**config.mk**
```make
export PLATFORM = sky130hd
export DESIGN_NAME = mmio_console_ctrl
export DESIGN_NICKNAME = d
export VERILOG_FILES = /design/src/rtl/mmio_console_ctrl.sv
export SDC_FILE = /design/constraint.sdc
export NUM_CORES = 1
export LEC_CHECK = 0
export ABC_AREA = 1
export CAP_MARGIN = 0
export CORE_MARGIN = 2
export CORE_UTILIZATION = 50
export CTS_CLUSTER_SIZE = 40
export DETAILED_ROUTE_END_ITERATION = 6
export PLACE_DENSITY = 0.8
export SLEW_MARGIN = 40
export SYNTH_ARGS = -nofsm -noshare
export SYNTH_HDL_FRONTEND = slang
export SYNTH_SLANG_ARGS = --single-unit
```
**constraint.sdc**
```tcl
create_clock -name clk -period 3 [get_ports clk]
set_input_delay 0.45 -clock clk [delete_from_list [all_inputs] [get_ports clk]]
set_output_delay 0.45 -clock clk [all_outputs]
set_load 0.005 [all_outputs]
```
**src/rtl/mmio_console_ctrl.sv**
```systemverilog
// Console/halt MMIO controller: decodes console and halt stores from the core,
// buffers console bytes in a small FIFO drained on a valid/ready byte stream,
// and sequences an orderly halt (stall core, drain FIFO, then assert halted).
module mmio_console_ctrl #(
  parameter logic [31:0] CONSOLE_ADDR = 32'h8000_0000,
  parameter logic [31:0] HALT_ADDR    = 32'h8000_0004,
  parameter int unsigned FIFO_DEPTH   = 8
) (
  input  logic        clk,
  input  logic        reset,
  input  logic        mem_we,
  input  logic [31:0] mem_addr,
  input  logic [31:0] mem_wd,
  output logic        dmem_we,
  output logic        stall,
  output logic        tx_valid,
  output logic [7:0]  tx_data,
  input  logic        tx_ready,
  output logic        halted,
  output logic [7:0]  exit_code
);

  localparam int unsigned PTR_W = (FIFO_DEPTH > 1) ? $clog2(FIFO_DEPTH) : 1;
  localparam int unsigned CNT_W = $clog2(FIFO_DEPTH) + 1;

  typedef enum logic [1:0] {
    RUN    = 2'd0,
    DRAIN  = 2'd1,
    HALTED = 2'd2
  } state_t;

  state_t             state;
  logic [7:0]         fifo_mem [FIFO_DEPTH];
  logic [PTR_W-1:0]   rd_ptr;
  logic [PTR_W-1:0]   wr_ptr;
  logic [CNT_W-1:0]   count;

  logic con_hit;
  logic halt_hit;
  logic full;
  logic empty;
  logic push;
  logic pop;
  logic drain_done;

  // Upper store-data bits are irrelevant to console and halt stores
  logic unused_wd_bits;
  assign unused_wd_bits = ^mem_wd[31:8];

  // Address decode, back-pressure and FIFO handshake
  always_comb begin
    con_hit    = mem_we && (mem_addr == CONSOLE_ADDR);
    halt_hit   = mem_we && (mem_addr == HALT_ADDR);
    full       = (count == CNT_W'(FIFO_DEPTH));
    empty      = (count == CNT_W'(0));
    stall      = 1'b1;
    if (state == RUN) begin
      stall = con_hit && full;
    end
    push       = con_hit && !stall && (state == RUN);
    tx_valid   = !empty;
    tx_data    = fifo_mem[rd_ptr];
    pop        = tx_valid && tx_ready;
    dmem_we    = mem_we && !con_hit && !halt_hit && !stall;
    drain_done = empty || ((count == CNT_W'(1)) && pop);
  end

  // FIFO storage; contents are don't-care until written
  always_ff @(posedge clk) begin
    if (push) begin
      fifo_mem[wr_ptr] <= mem_wd[7:0];
    end
  end

  // FIFO pointers and occupancy
  always_ff @(posedge clk or negedge reset) begin
    if (!reset) begin
      rd_ptr <= '0;
      wr_ptr <= '0;
      count  <= '0;
    end else begin
      if (push) begin
        wr_ptr <= wr_ptr + PTR_W'(1);
      end
      if (pop) begin
        rd_ptr <= rd_ptr + PTR_W'(1);
      end
      case ({push, pop})
        2'b10:   count <= count + CNT_W'(1);
        2'b01:   count <= count - CNT_W'(1);
        default: count <= count;
      endcase
    end
  end

  // Halt sequencing with registered halted/exit_code
  always_ff @(posedge clk or negedge reset) begin
    if (!reset) begin
      state     <= RUN;
      halted    <= 1'b0;
      exit_code <= 8'h00;
    end else begin
      case (state)
        RUN: begin
          if (halt_hit) begin
            exit_code <= mem_wd[7:0];
            state     <= DRAIN;
          end
        end
        DRAIN: begin
          if (drain_done) begin
            halted <= 1'b1;
            state  <= HALTED;
          end
        end
        HALTED: begin
          halted <= 1'b1;
        end
        default: begin
          state <= RUN;
        end
      endcase
    end
  end

endmodule

```
==> results.cfg <==
[die]
die_w_um = 91.4
coreArea_um2 = 7330
dieArea_um2 = 8350
fp.dieH_um = 91.4
fp-row-count = 31
start_util_pct = 52.1
io_pins = 88

[yosys]
syn_avg_cell_area_um2 = 10.7
syn_inst = 357
netlist_area_um2 = 3820
synth_nets = 432
ys_types = 30
synth.largest_area_cell = edfxtp_1
synthTopCellsByArea = edfxtp_1, dfrtp_1, nor2_1, nand2_1, o32ai_1
ys_seq_elements = 85
yosys.area.top_type_share_pct = 50.4
ys_warn_count = 0
ys_seq_area_share_pct = 64.1

[flow_run]
cap_violations = 0

[worst_setup_path]
crit_path_end_kind = primary output
r2r_end = fifo_mem[0][1]
regToRegSetupSlack_ps = 930
startpoint_type = input port
worstPathArrival_ps = 2250
critical_path_class = input port to primary output
rr_startpoint = count[0]
worstPathMaxFanout = 3
critPathRequiredTime_ps = 2550
reg2reg_depth = 7

[final_layout]
nets = 507
drive_above_1_share_pct = 10.8
diodes = 0
area_delta_synth_final_pct = 25.1

[placement]
detailed_place_hpwl_um = 5370
portBuffers = 63
gp_congestion = 0.806

[cts]
root_buffer = clkbuf_8
cts_htree_levels = 3
cts_buffers = 9
postCtsSetupBuffers = 0
clock_path_buffers = 2
cts_hold_buffers = 0
cts_sinks = 85
cts_resized = 0
tritoncts = built
clk_latency_ps = 350
clk_pin_slew_ps = 80

[timing]
slew_headroom_pct = 61.9
final.min_clock_period_ps = 2700
skew_ps = 6.33
min_period_over_period_pct = 90.2
setup_tns_ps = 0
maxSlewViolCount = 0
fmax_mhz = 370
hold_viol_final = 0
rsz0062_at_grt = no
worst_pin_slew_ps = 571
finalSetupViolCount = 0

[route]
drc = 0
vias = 2766
drtPass1Iterations = 4
drt_wl_total_um = 7910
drt_iter0_markers = 189
ant_nets = 0
wire_per_inst_um = 14.8
vias_per_cell = 5.16

[outcome]
outcome = complete, no violations

[global_route]
antenna_found_initial = 0
grt_pass1_wl_um = 13100
grt_max_degree = 34
grtUsageTotal_pct = 20.3
first_global_vias = 2711
overflow = 0

[worst_hold_path]
hold_class = input port to async pin

[pwr]
peakVddDrop_uv = 277
power.density_nw_per_um2 = 433
p_total_mw = 2.07
static-leakage-power_nw = 1.84
[worst max-delay path, stage by stage]
cell and delay, ps:
clkdlybuf4s50_1 480, nand2_1 60, nor2_1 90, nand2_1 70, nor2_2 200, nand2_1 120
o31ai_1 230, clkdlybuf4s50_1 560
[synth_stat cells, drive strengths merged]
cell type,n
a21oi,2
buf,8
clkbuf,4
clkinv,1
dfrtp,21
edfxtp,64
ha,7
inv,32
nand2,66
nand3,6
nand3b,1
nand4,4
nor2,77
nor3,9
nor3b,1
o21ai,28
o31ai,2
o32ai,16
or2,1
xnor2,2
xor2,5
[layout make-up]
type / instances / area, µm²
Fill cell: 545 / 2550
Sequential cell: 85 / 2450
Multi-Input combinational cell: 227 / 1180
Timing Repair Buffer: 76 / 723
Clock buffer: 9 / 124
Inverter: 33 / 124
Tap cell: 99 / 124
Clock inverter: 7 / 50.0
[worst max path at each step]
stage | cells after the start | end | startpoint
after global placement | 8 | stall | mem_addr[31]
after floorplan | 6 | fifo_mem[0][0] | count[0]
final | 8 | stall | mem_addr[31]
after CTS | 8 | stall | mem_addr[31]
after detailed placement | 8 | stall | mem_addr[31]
after global routing | 9 | stall | mem_addr[25]
[power breakdown]
group          total, mW  switching, mW  internal [mW]  leakage [nW]
registers           1.26              0           1.26         0.846
logic             0.0897         0.0359         0.0538         0.911
clock network      0.714          0.411          0.303        0.0837
total               2.07          0.446           1.62          1.84
[layout by cell type, fill, tap and decap left out, drive strengths merged]
cell type,instances
clkinvlp,2
o21ai,28
o32ai,16
buf,14
clkinv,4
dfrtp,21
xor2,5
nand2,66
clkdlybuf4s50,62
nand3b,1
a21oi,2
nor3b,1
ha,7
xnor2,2
inv,34
nor2,77
o31ai,2
nand3,6
edfxtp,64
or2,1
nor3,9
nand4,4
clkbuf,9
[sequential cells by signal, summed over array words and instances (netlist names)]
signal     count
count          4
fifo_mem      64
wr_ptr         3
exit_code      8
rd_ptr         3
halted         1
state          2
[per-stage QoR]
stage / setup WS (ps) / area, µm² / utilization, % / instances / hold slack, ps
global placement: 342 / 4610 / 62.8 / 520 / 457
finish: 295 / 4780 / 65.1 / 536 / 41.4
CTS: 279 / 4780 / 65.1 / 536 / 44.0
floorplan: 865 / 3820 / - / 357 / 154
global route: 125 / 4780 / 65.1 / 536 / 68.3
detailed placement: 300 / 4600 / 62.8 / 520 / 436
[cells by family after synthesis]
| group | count (synthesis) | share of synthesized area [%] |
|---|---|---|
| adder cells (fa/ha/maj) | 7 | 2.29 |
| buffers and inverters | 45 | 4.88 |
| flip-flops | 85 | 64.1 |
| AO/OA/AOI/OAI | 48 | 8.79 |
| AND/OR/NAND/NOR | 165 | 18.3 |
| XOR/XNOR | 7 | 1.61 |
[metal layers]
metal,routed length (µm),up-vias,global-route usage (%)
li1,-,1364,-
met1,3410,1313,25.9
met2,3920,77,33.8
met3,446,12,5.56
met4,134,0,6.69
met5,0,-,0
Power figures use the tool's default switching activity.
